[src/rtl/qed_dup_sequencer_pkg.sv]
// Shared QED definitions: mode encodings, SPARC opcode fields, state type,
// output payload and the duplicate eligibility/remap helpers.
package qed_dup_sequencer_pkg;

  localparam int unsigned INST_W = 32;
  localparam int unsigned OUT_W  = INST_W + 1;

  localparam logic ORIGINAL_MODE = 1'b0;
  localparam logic CHECK_MODE    = 1'b1;

  localparam logic [1:0] OP_FMT2 = 2'b00;
  localparam logic [1:0] OP_CALL = 2'b01;
  localparam logic [1:0] OP_ALU  = 2'b10;
  localparam logic [1:0] OP_MEM  = 2'b11;

  localparam logic [2:0] OP2_SETHI = 3'b100;

  typedef enum logic [1:0] {
    ST_ORIG  = 2'd0,
    ST_DUP   = 2'd1,
    ST_CHECK = 2'd2
  } state_e;

  typedef struct packed {
    logic              dup_tag;
    logic [INST_W-1:0] inst;
  } qed_out_t;

  // ALU group: op3 0x00-0x0C and 0x10-0x1C, excluding 0x19
  function automatic logic is_alu_dup(input logic [INST_W-1:0] inst);
    logic [5:0] op3;
    op3 = inst[24:19];
    if (inst[31:30] != OP_ALU || op3[5]) return 1'b0;
    if (op3[3:0] > 4'd12) return 1'b0;
    return !(op3[4] && op3[3:0] == 4'd9);
  endfunction

  function automatic logic is_sethi(input logic [INST_W-1:0] inst);
    return (inst[31:30] == OP_FMT2) && (inst[24:22] == OP2_SETHI);
  endfunction

  function automatic logic dup_eligible(input logic [INST_W-1:0] inst);
    return is_alu_dup(inst) || is_sethi(inst);
  endfunction

  // Originals must live in regs 0-15; the upper half belongs to duplicates
  function automatic logic uses_high_reg(input logic [INST_W-1:0] inst);
    if (is_sethi(inst)) return inst[29];
    return inst[29] | inst[18] | (!inst[13] & inst[4]);
  endfunction

  function automatic logic [INST_W-1:0] remap(input logic [INST_W-1:0] inst);
    logic [INST_W-1:0] r;
    r     = inst;
    r[29] = 1'b1;
    if (is_alu_dup(inst)) begin
      r[18] = 1'b1;
      if (!inst[13]) r[4] = 1'b1;
    end
    return r;
  endfunction

endpackage

[src/rtl/qed_dup_fifo.sv]
// Duplicate-instruction FIFO: DEPTH entries, wrapping pointers, AW+1 bit count.
module qed_dup_fifo #(
  parameter int unsigned DEPTH = 16,
  parameter int unsigned AW    = $clog2(DEPTH),
  parameter int unsigned W     = 32
) (
  input  logic          clk,
  input  logic          rst,
  input  logic          flush,
  input  logic          push,
  input  logic [W-1:0]  push_data,
  input  logic          pop,
  output logic [W-1:0]  pop_data,
  output logic          full,
  output logic          empty,
  output logic [AW:0]   count
);

  localparam int unsigned CW = AW + 1;

  logic [W-1:0]  mem_q [DEPTH];
  logic [AW-1:0] wr_ptr_q, wr_ptr_d;
  logic [AW-1:0] rd_ptr_q, rd_ptr_d;
  logic [CW-1:0] count_q, count_d;

  always_comb begin
    wr_ptr_d = wr_ptr_q;
    rd_ptr_d = rd_ptr_q;
    count_d  = count_q;
    if (flush) begin
      wr_ptr_d = '0;
      rd_ptr_d = '0;
      count_d  = '0;
    end else begin
      if (push) wr_ptr_d = wr_ptr_q + AW'(1);
      if (pop)  rd_ptr_d = rd_ptr_q + AW'(1);
      if (push && !pop) count_d = count_q + CW'(1);
      if (pop && !push) count_d = count_q - CW'(1);
    end
  end

  always_ff @(posedge clk) begin
    if (rst) begin
      wr_ptr_q <= '0;
      rd_ptr_q <= '0;
      count_q  <= '0;
    end else begin
      wr_ptr_q <= wr_ptr_d;
      rd_ptr_q <= rd_ptr_d;
      count_q  <= count_d;
    end
  end

  always_ff @(posedge clk) begin
    if (push && !flush) mem_q[wr_ptr_q] <= push_data;
  end

  assign pop_data = mem_q[rd_ptr_q];
  assign count    = count_q;
  assign empty    = (count_q == '0);
  assign full     = (count_q == CW'(DEPTH));

  // The sequencer leaves ORIG as soon as the FIFO fills, so a full push is a bug
  a_no_push_full: assert property (@(posedge clk) disable iff (rst) !(push && full && !flush));

endmodule

[src/rtl/qed_dup_sequencer.sv]
// QED sequencer: passes originals, queues register-remapped duplicates,
// replays them tagged, then emits one CHECK_MODE cycle.
module qed_dup_sequencer
  import qed_dup_sequencer_pkg::*;
#(
  parameter int unsigned DEPTH = 16,
  parameter int unsigned AW    = $clog2(DEPTH)
) (
  input  logic              clk,
  input  logic              rst,
  input  logic              ena,
  input  logic              exec_dup,
  input  logic              ifu_vld,
  input  logic [INST_W-1:0] ifu_inst,
  output logic              ifu_rdy,
  input  logic              dec_stall,
  output logic [OUT_W-1:0]  qed_ifu_instruction,
  output logic              vld_inst,
  output logic              mode,
  output logic              err_illegal_reg
);

  localparam int unsigned CW = AW + 1;

  state_e            state_q, state_d;
  qed_out_t          out_q, out_d;
  logic              vld_q, vld_d;
  logic              mode_q, mode_d;
  logic              err_q, err_d;

  logic              fifo_push, fifo_pop, fifo_flush;
  logic              fifo_full, fifo_empty;
  logic [INST_W-1:0] fifo_rdata;
  logic [CW-1:0]     fifo_count;
  logic              accept;

  assign ifu_rdy = !dec_stall && (state_q == ST_ORIG || !ena);
  assign accept  = ifu_vld && ifu_rdy;

  always_comb begin
    state_d    = state_q;
    out_d      = out_q;
    vld_d      = vld_q;
    mode_d     = mode_q;
    err_d      = err_q;
    fifo_push  = 1'b0;
    fifo_pop   = 1'b0;
    fifo_flush = 1'b0;

    if (!ena) begin
      state_d    = ST_ORIG;
      fifo_flush = 1'b1;
      if (!dec_stall) begin
        out_d  = '{dup_tag: 1'b0, inst: ifu_inst};
        vld_d  = ifu_vld;
        mode_d = ORIGINAL_MODE;
      end
    end else if (!dec_stall) begin
      unique case (state_q)
        ST_ORIG: begin
          vld_d  = accept;
          mode_d = ORIGINAL_MODE;
          if (accept) begin
            out_d = '{dup_tag: 1'b0, inst: ifu_inst};
            if (dup_eligible(ifu_inst)) begin
              if (uses_high_reg(ifu_inst)) err_d = 1'b1;
              else                         fifo_push = 1'b1;
            end
          end
          if (exec_dup)
            state_d = (fifo_empty && !fifo_push) ? ST_CHECK : ST_DUP;
          else if (fifo_push && fifo_count == CW'(DEPTH - 1))
            state_d = ST_DUP;
        end
        ST_DUP: begin
          mode_d = ORIGINAL_MODE;
          if (fifo_empty) begin
            vld_d   = 1'b0;
            state_d = ST_CHECK;
          end else begin
            fifo_pop = 1'b1;
            out_d    = '{dup_tag: 1'b1, inst: fifo_rdata};
            vld_d    = 1'b1;
            if (fifo_count == CW'(1)) state_d = ST_CHECK;
          end
        end
        ST_CHECK: begin
          mode_d  = CHECK_MODE;
          vld_d   = 1'b0;
          state_d = ST_ORIG;
        end
        default: state_d = ST_ORIG;
      endcase
    end
  end

  always_ff @(posedge clk) begin
    if (rst) begin
      state_q <= ST_ORIG;
      out_q   <= '0;
      vld_q   <= 1'b0;
      mode_q  <= ORIGINAL_MODE;
      err_q   <= 1'b0;
    end else begin
      state_q <= state_d;
      out_q   <= out_d;
      vld_q   <= vld_d;
      mode_q  <= mode_d;
      err_q   <= err_d;
    end
  end

  qed_dup_fifo #(
    .DEPTH (DEPTH),
    .AW    (AW),
    .W     (INST_W)
  ) u_fifo (
    .clk       (clk),
    .rst       (rst),
    .flush     (fifo_flush),
    .push      (fifo_push),
    .push_data (remap(ifu_inst)),
    .pop       (fifo_pop),
    .pop_data  (fifo_rdata),
    .full      (fifo_full),
    .empty     (fifo_empty),
    .count     (fifo_count)
  );

  assign qed_ifu_instruction = out_q;
  assign vld_inst            = vld_q;
  assign mode                = mode_q;
  assign err_illegal_reg     = err_q;

endmodule

[config.mk]
export PLATFORM = sky130hd
export DESIGN_NAME = qed_dup_sequencer
export DESIGN_NICKNAME = d
export VERILOG_FILES = /design/src/rtl/qed_dup_sequencer_pkg.sv /design/src/rtl/qed_dup_fifo.sv /design/src/rtl/qed_dup_sequencer.sv
export SDC_FILE = /design/constraint.sdc
export NUM_CORES = 1
export LEC_CHECK = 0
export ABC_AREA = 1
export BUFFER_PORTS_ARGS = -buffer_cell sky130_fd_sc_hd__buf_2
export CAP_MARGIN = 15
export CORE_UTILIZATION = 35
export DETAILED_ROUTE_END_ITERATION = 10
export SYNTH_ARGS = -nofsm -noshare
export SYNTH_HDL_FRONTEND = slang
export SYNTH_SLANG_ARGS = --single-unit
[constraint.sdc]
create_clock -name clk -period 3 [get_ports clk]
set_clock_uncertainty 0.15 [all_clocks]
set_input_delay 0.3 -clock clk [delete_from_list [all_inputs] [get_ports clk]]
set_output_delay 0.3 -clock clk [all_outputs]
set_load 0.02 [all_outputs]
==> reports/metrics.csv, run 1 <==
stage;metric;value;unit
floorplan;core_area;63080;µm²
routing;firstDrtPassIters;5;
setup_path;r2r_cells;11;
clocking;path_clk_slew;0.06;ns
timing;rsz0062_at_grt;false;
run_status;status;completed;
clocking;clkLatencyLatePin;0.60;ns
cells_and_area;drive_gt1_share;12.77;%
floorplan;die_x;254.5;µm
synth;synth_top_family_by_area;simple AND/OR/NAND/NOR gates;
synth;synth_edf_count;496;
synth;netlist_instances;1912;
timing;drv_slew;0;
synth;syn_area;22310;µm²
synth;async_flop_share;0;%
timing;tightest_slew;0.7662;ns
synth;synth-seq-cells;551;
min_path;whs_endpoint;u_fifo.mem_q[11][8]$_DFFE_PP_;
routing;routedWlPerCell;20.73;µm
setup_path;start_kind;primary input;
cells_and_area;antenna_cells;0;
clocking;numCtsBuffers;56;
synth;synthTopCellsByArea;edfxtp_1 67%, nor2_1 8.3%, o21ai_0 5.6%;
global_routing;grt_pass1_wl;90.78;mm
floorplan;rows;92;
floorplan;die_h;254.5;µm
synth;synth.top_cell.area_share;66.76;%
setup_path;crit_top_cell;nand2_1;
min_path;hold_path_class;primary input to register;
power;p_per_area;607.7;nW/µm²
timing;whs;0.02881;ns
clocking;cts.path.max_buffers;3;
routing;ant_nets;0;
timing;clock.fmax;351.6;MHz
global_routing;antenna_found_initial;0;
clocking;post_cts_buffers;0;
setup_path;crit_chain;dlygate4sd3_1 > buf_2 > nor2_1 > nand3_1 > nand2_1 > nand2_1 > nor2_1 > nand3_2 > inv_2 > nand2_1 > nor2_4 > buf_12;
timing;fin_crit_sh;94.80;%
run;cap_violations;0;
timing;setup_viol;0;
synth;synth_compound_area_share;9.854;%
clocking;cts.sinks;551;
synth;yosys.cell_types.count;35;
synth;syn_nets;1963;
clocking;clock-root-buffer;clkbuf_16;
routing;via_count;15070;
cells_and_area;regMostFlops;u_fifo.mem_q;
setup_path;rrSetupSlack;0.27;ns
synth;ys_seq_area_share;71.70;%
setup_path;arrival;2.99;ns
floorplan;start_util;35.37;%
setup_path;cp_slowest_stage_delay;0.54;ns
power;power;15.98;mW
global_routing;grtUsageTotal;18.78;%
synth;yosys_warnings;0;
timing;hold_violations;0;
synth;avgSynthCellArea;11.67;µm²
place;io_buffers;74;
setup_path;crit_slowest_cell;dlygate4sd3_1;
power;leakage;8.876;nW
routing;drc;0;
setup_path;path_class;primary input to register;
setup_path;rr_endpoint;u_fifo.mem_q[9][16]$_DFFE_PP_;
min_path;holdPathStages;1;
floorplan;die_area;64750;µm²
global_routing;grt-ovfl-total;0;
routing;routed_wl;60.39;mm
setup_path;worstPathRequired;3.15;ns
place;dp_hpwl;34.83;mm
timing;fin_tns_setup;0;ns
clocking;tritoncts;done;
cells_and_area;postLayoutCoreUtil;41.70;%
routing;drt-initial-drc-count;1385;
cells_and_area;syn2layout_area_growth;17.90;%
cells_and_area;nFillCells;5937;
setup_path;cp-startpoint;ifu_inst[23];
synth;synth-adder-area-share;0.7291;%
power;ir_drop;0.3647;mV
synth;synth-simple-area-share;13.77;%
clocking;htreeDepth;2;
global_routing;grt_max_degree;134;
synth;yosys.area_share.xor_xnor;0.1178;%
routing;routed_via_density;5.172;
cells_and_area;nNetsFinal;2073;
place;place.gp.congestion;0.8228;
setup_path;critPathMaxFanout;18;
synth;synth_top_cell_by_area;edfxtp_1;
setup_path;cp-end-kind;register;
timing;slew_headroom;48.92;%
min_path;hp-start;ifu_inst[8];
setup_path;worst_r2r_startpoint;state_q[1]$_SDFFE_PP0P_;
synth;synth_flop_cell;edfxtp_1;
synth;synthTopCellsByCount;496 x edfxtp_1, 491 x nor2_1, 248 x o21ai_0;
synth;yosysMostFrequentCell;edfxtp_1;
global_routing;grt_pass1_vias;14930;
floorplan;ios;75;
timing;period_needed;2.844;ns
synth;muxShareOfSynthArea;0;%
cells_and_area;largest_register_ffs;496;
## stage by stage
stage	instances	setup WS (ns)	instance area (µm²)
after floorplan	1912	-0.4524	22320
after global placement	2780	0.1513	24140
after detailed placement	2780	0.1270	24140
after CTS	2913	0.2171	26300
after global routing	2913	0.05789	26300
final	2913	0.1561	26300
## metal layers
metal | share of wire, % | vias to the layer above | GRT usage (%) | wire length, µm
met2 | 48 | 594 | 30.93 | 28770
met5 | 0 | - | 0 | 0
li1 | - | 7003 | - | -
met4 | 2.8 | 0 | 6.627 | 1682
met1 | 42 | 7369 | 24.61 | 25240
met3 | 7.8 | 99 | 3.715 | 4692
## critical path: cells and delay by family
kind | cells | cell delay (ns)
simple gates | 8 | 1.56
buf+inv | 4 | 1.10
## report_power, final
part / internal [mW] / total, mW / switching, mW
Combinational: 0.139 / 0.491 / 0.352
Sequential: 8.40 / 8.42 / 0.0293
Clock: 4.18 / 7.07 / 2.89
## cell families (layout without fill, tap and decap cells)
kind of cell | count (synthesis) | in the layout
compound gates | 401 | 401
xor+xnor | 3 | 3
fa+ha+maj | 13 | 13
buf+inv | 190 | 345
flops | 551 | 551
simple gates | 754 | 754
## how the worst max path moves through the flow
stage | end | slack (ns) | cells after the start
3_5_place_dp | u_fifo.mem_q[9][7]$_DFFE_PP_ | 0.13 | 11
2_1_floorplan | u_fifo.mem_q[11][0]$_DFFE_PP_ | -0.45 | 10
4_1_cts | u_fifo.mem_q[9][5]$_DFFE_PP_ | 0.22 | 12
5_1_grt | u_fifo.mem_q[9][8]$_DFFE_PP_ | 0.06 | 12
3_3_place_gp | u_fifo.mem_q[9][7]$_DFFE_PP_ | 0.15 | 11
6_report | u_fifo.mem_q[9][16]$_DFFE_PP_ | 0.16 | 12
## timing repair
action                                 in CTS  in global routing
hold buffers                               30                  0
endpoints found under the hold margin     361                  0
gates resized for setup                     0                  0
## layout by cell type (no fill, tap or decap), types with 17 or more instances in the layout
| cell | n |
|---|---|
| edfxtp_1 | 496 |
| nor2_1 | 475 |
| o21ai_0 | 248 |
| nand3_1 | 141 |
| nand2_1 | 102 |
| buf_2 | 74 |
| inv_1 | 67 |
| clkbuf_16 | 57 |
| dfxtp_1 | 51 |
| a21oi_1 | 46 |
| buf_4 | 33 |
| o21ai_1 | 32 |
| o211ai_1 | 31 |
| dlygate4sd3_1 | 30 |
| buf_12 | 29 |
| a31oi_1 | 19 |
| o221ai_1 | 17 |
## layout make-up
| type | count | area (µm²) | share of cell area, % |
|---|---|---|---|
| flip-flops and latches | 551 | 16010 | 60.85 |
| multi-input cells | 1171 | 5580 | 21.22 |
| clock buffers | 77 | 1582 | 6.013 |
| repair buffers | 166 | 1499 | 5.699 |
| well taps | 846 | 1059 | 4.024 |
| inverters | 76 | 295.3 | 1.123 |
| clock inverters | 26 | 282.8 | 1.075 |
Power figures use the tool's default switching activity.
==> inputs of run 2 (changes only) <==
--- a/config.mk
+++ b/config.mk
@@ -8,7 +8,7 @@
 export ABC_AREA = 1
 export BUFFER_PORTS_ARGS = -buffer_cell sky130_fd_sc_hd__buf_2
 export CAP_MARGIN = 15
-export CORE_UTILIZATION = 35
+export CORE_UTILIZATION = 33
 export DETAILED_ROUTE_END_ITERATION = 10
 export SYNTH_ARGS = -nofsm -noshare
 export SYNTH_HDL_FRONTEND = slang
==> run 2 against run 1 <==
  * Maximum frequency is 0.49% lower
  * Largest power group unchanged
  * Global-route usage is 0.64 points lower
  * Sequential power about the same
  * Clock power about the same
  * Register-to-register slack got worse by 0.06 ns
  * Worst hold slack lost 0.0010 ns
  * Clock-buffer cell count increased by 7
==> reports/metrics.csv, run 2 (synthesis results as in run 1) <==
stage;metric;value;unit;change
timing;drv_slew;0;;unchanged
run;cap_violations;0;;unchanged
min_path;holdPathStages;1;;unchanged
setup_path;crit_slowest_cell;dlygate4sd3_1;;
clocking;tritoncts;done;;
setup_path;start_kind;primary input;;
setup_path;critical_path.top_delay_family;buffers and inverters;;
setup_path;cp-end-kind;register;;
routing;ant_nets;0;;unchanged
run_status;status;completed;;
timing;slew_headroom;51.44;%;+2.5 points
floorplan;die_h;262.0;µm;+3.0%
floorplan;core_area;66330;µm²;+5.2%
routing;routed_wl;61.71;mm;+2.2%
setup_path;path_class;primary input to register;;
setup_path;cp-startpoint;ifu_inst[23];;
routing;routed_via_density;5.123;;-0.94%
routing;via_count;15100;;+0.21%
clocking;clkLatencyLatePin;0.61;ns;about the same
cells_and_area;layout_commonest_cell;edfxtp_1;;
min_path;hp-start;ifu_inst[17];;
clocking;htreeDepth;2;;unchanged
place;io_buffers;74;;unchanged
place;place_inst;2807;;+0.97%
global_routing;grt_pass1_vias;15020;;+0.56%
cells_and_area;regMostFlops;u_fifo.mem_q;;
timing;tightest_slew;0.7277;ns;-0.03852 ns
cells_and_area;syn2layout_area_growth;18.44;%;
timing;setup_viol;0;;unchanged
floorplan;rows;94;;+2.2%
power;ir_drop;0.4376;mV;+20%
place;dp_hpwl;37.40;mm;+7.4%
routing;drt-initial-drc-count;1330;;-4.0%
timing;hold_violations;0;;unchanged
setup_path;cp_slowest_stage_delay;0.58;ns;+0.04 ns
routing;firstDrtPassIters;5;;unchanged
routing;drc;0;;unchanged
min_path;hold_path_class;primary input to register;;
power;p_per_area;605.4;nW/µm²;-0.38%
min_path;whs_endpoint;u_fifo.mem_q[6][17]$_DFFE_PP_;;
floorplan;die_area;68650;µm²;+6.0%
floorplan;ios;75;;unchanged
timing;clock.fmax;349.9;MHz;-0.49%
global_routing;grt_max_degree;128;;-4.5%
timing;fin_crit_sh;95.26;%;+0.47 points
setup_path;critPathBufInv;5;;+1
setup_path;r2r_cells;11;;unchanged
place;place.gp.congestion;0.8474;;+3.0%
setup_path;arrival;3.20;ns;+0.21 ns
setup_path;worstPathRequired;3.34;ns;+0.19 ns
global_routing;antenna_found_initial;0;;unchanged
setup_path;crit_chain;dlygate4sd3_1 > buf_2 > inv_1 > o21ai_0 > nand2_1 > nand2_1 > nand2_1 > nand4_1 > dlygate4sd3_1 > a21oi_1 > dlygate4sd3_1;;
clocking;clock-root-buffer;clkbuf_16;;
cells_and_area;largest_register_ffs;496;;unchanged
power;leakage;8.920;nW;+0.49%
cells_and_area;post-route-cell-area;26420;µm²;+0.46%
clocking;cts.sinks;551;;unchanged
cells_and_area;nNetsFinal;2083;;+0.48%
setup_path;rrSetupSlack;0.21;ns;-0.06 ns
setup_path;rr_endpoint;u_fifo.mem_q[6][10]$_DFFE_PP_;;
clocking;cts.path.max_buffers;3;;unchanged
global_routing;grt-ovfl-total;0;;unchanged
global_routing;grt_pass1_wl;93.61;mm;+3.1%
place;place_area;24250;µm²;+0.48%
cells_and_area;drive_gt1_share;12.97;%;+0.20 points
timing;period_needed;2.858;ns;+0.01399 ns
clocking;post_cts_buffers;0;;unchanged
routing;routedWlPerCell;20.94;µm;+1.0%
setup_path;worst_r2r_startpoint;state_q[1]$_SDFFE_PP0P_;;
setup_path;critPathMaxFanout;8;;-10
cells_and_area;finalNonFillerCells;2947;;+1.2%
clocking;numCtsBuffers;58;;+3.6%
timing;rsz0062_at_grt;false;;
clocking;path_clk_slew;0.06;ns;about the same
floorplan;start_util;33.63;%;-1.7 points
floorplan;die_x;262.0;µm;+3.0%
cells_and_area;final_cell_mix;496 x edfxtp_1, 475 x nor2_1, 248 x o21ai_0;;
global_routing;grtUsageTotal;18.14;%;-0.64 points
[run 2: changes by cell type in the layout (fill, tap and decap cells not counted), sizes merged]
cell | previous run | this run
buf | 136 | 145
bufinv | 6 | 5
clkbuf | 77 | 84
clkinv | 18 | 19
clkinvlp | 2 | 1
diode | 0 | 1
dlygate4sd3 | 30 | 29
inv | 76 | 77
[run 2: where the power goes]
group,internal [mW],switching [mW]
Clock,4.13,2.95
Combinational,0.138,0.362
Sequential,8.40,0.0246
[run 2: cell type report]
class	count	area, µm²
Clock buffer	84	1599
Multi-Input combinational cell	1171	5585
Tap cell	864	1081
Sequential cell	551	16010
Fill cell	6216	39910
Timing Repair Buffer	174	1582
Antenna cell	1	2.502
Inverter	76	295.3
Clock inverter	26	272.8
[run 2: metal layers]
metal  share of wire, %  GRT usage (%)  routed length [µm]
met1                 42          23.56               26220
met2                 49          30.84               29970
met3                5.6          2.537                3483
met4                3.3          6.615                2036
met5                  0              0                   0
[run 2: worst register-to-register path, stage by stage (launching register included)]
cell	delay (ns)
dfxtp_1	0.33
inv_1	0.10
ha_1	0.23
inv_2	0.10
a21oi_4	0.14
nand2_1	0.11
nor2_1	0.22
nand3_2	0.22
inv_2	0.13
nand2_1	0.26
nor2_4	0.25
buf_12	0.22
[run 2: metrics by stage]
| stage | worst slack (ns) | TNS (ns) | power (mW) | util [%] | hold slack, ns |
|---|---|---|---|---|---|
| after detailed placement | 0.2222 | 0 | 9.061 | 36.56 | 0.3006 |
| after floorplan | -0.4524 | -181.66 | 8.776 | - | 0.2489 |
| after CTS | 0.1005 | 0 | 16.13 | 39.82 | 0.004522 |
| after global placement | 0.1891 | 0 | 9.052 | 36.56 | 0.2961 |
| final | 0.1421 | 0 | 16.00 | 39.83 | 0.02779 |
| after global routing | 0.01835 | 0 | 16.44 | 39.83 | 0.01019 |
[run 2: how the worst max path moves through the flow]
stage	end	slack, ns	cells past startpoint
after CTS	qed_ifu_instruction[29]$_SDFFE_PP0P_	0.10	11
after global placement	u_fifo.mem_q[6][11]$_DFFE_PP_	0.19	11
after global routing	err_illegal_reg$_SDFFE_PP0P_	0.02	11
after floorplan	u_fifo.mem_q[11][0]$_DFFE_PP_	-0.45	10
after detailed placement	u_fifo.mem_q[6][10]$_DFFE_PP_	0.22	11
final	err_illegal_reg$_SDFFE_PP0P_	0.14	11
[run 2: repair_timing]
action,4_1_cts,5_1_grt
endpoints found under the setup margin,0,1
gates resized for setup,0,1
hold buffers,29,0
hold endpoints to repair,278,0
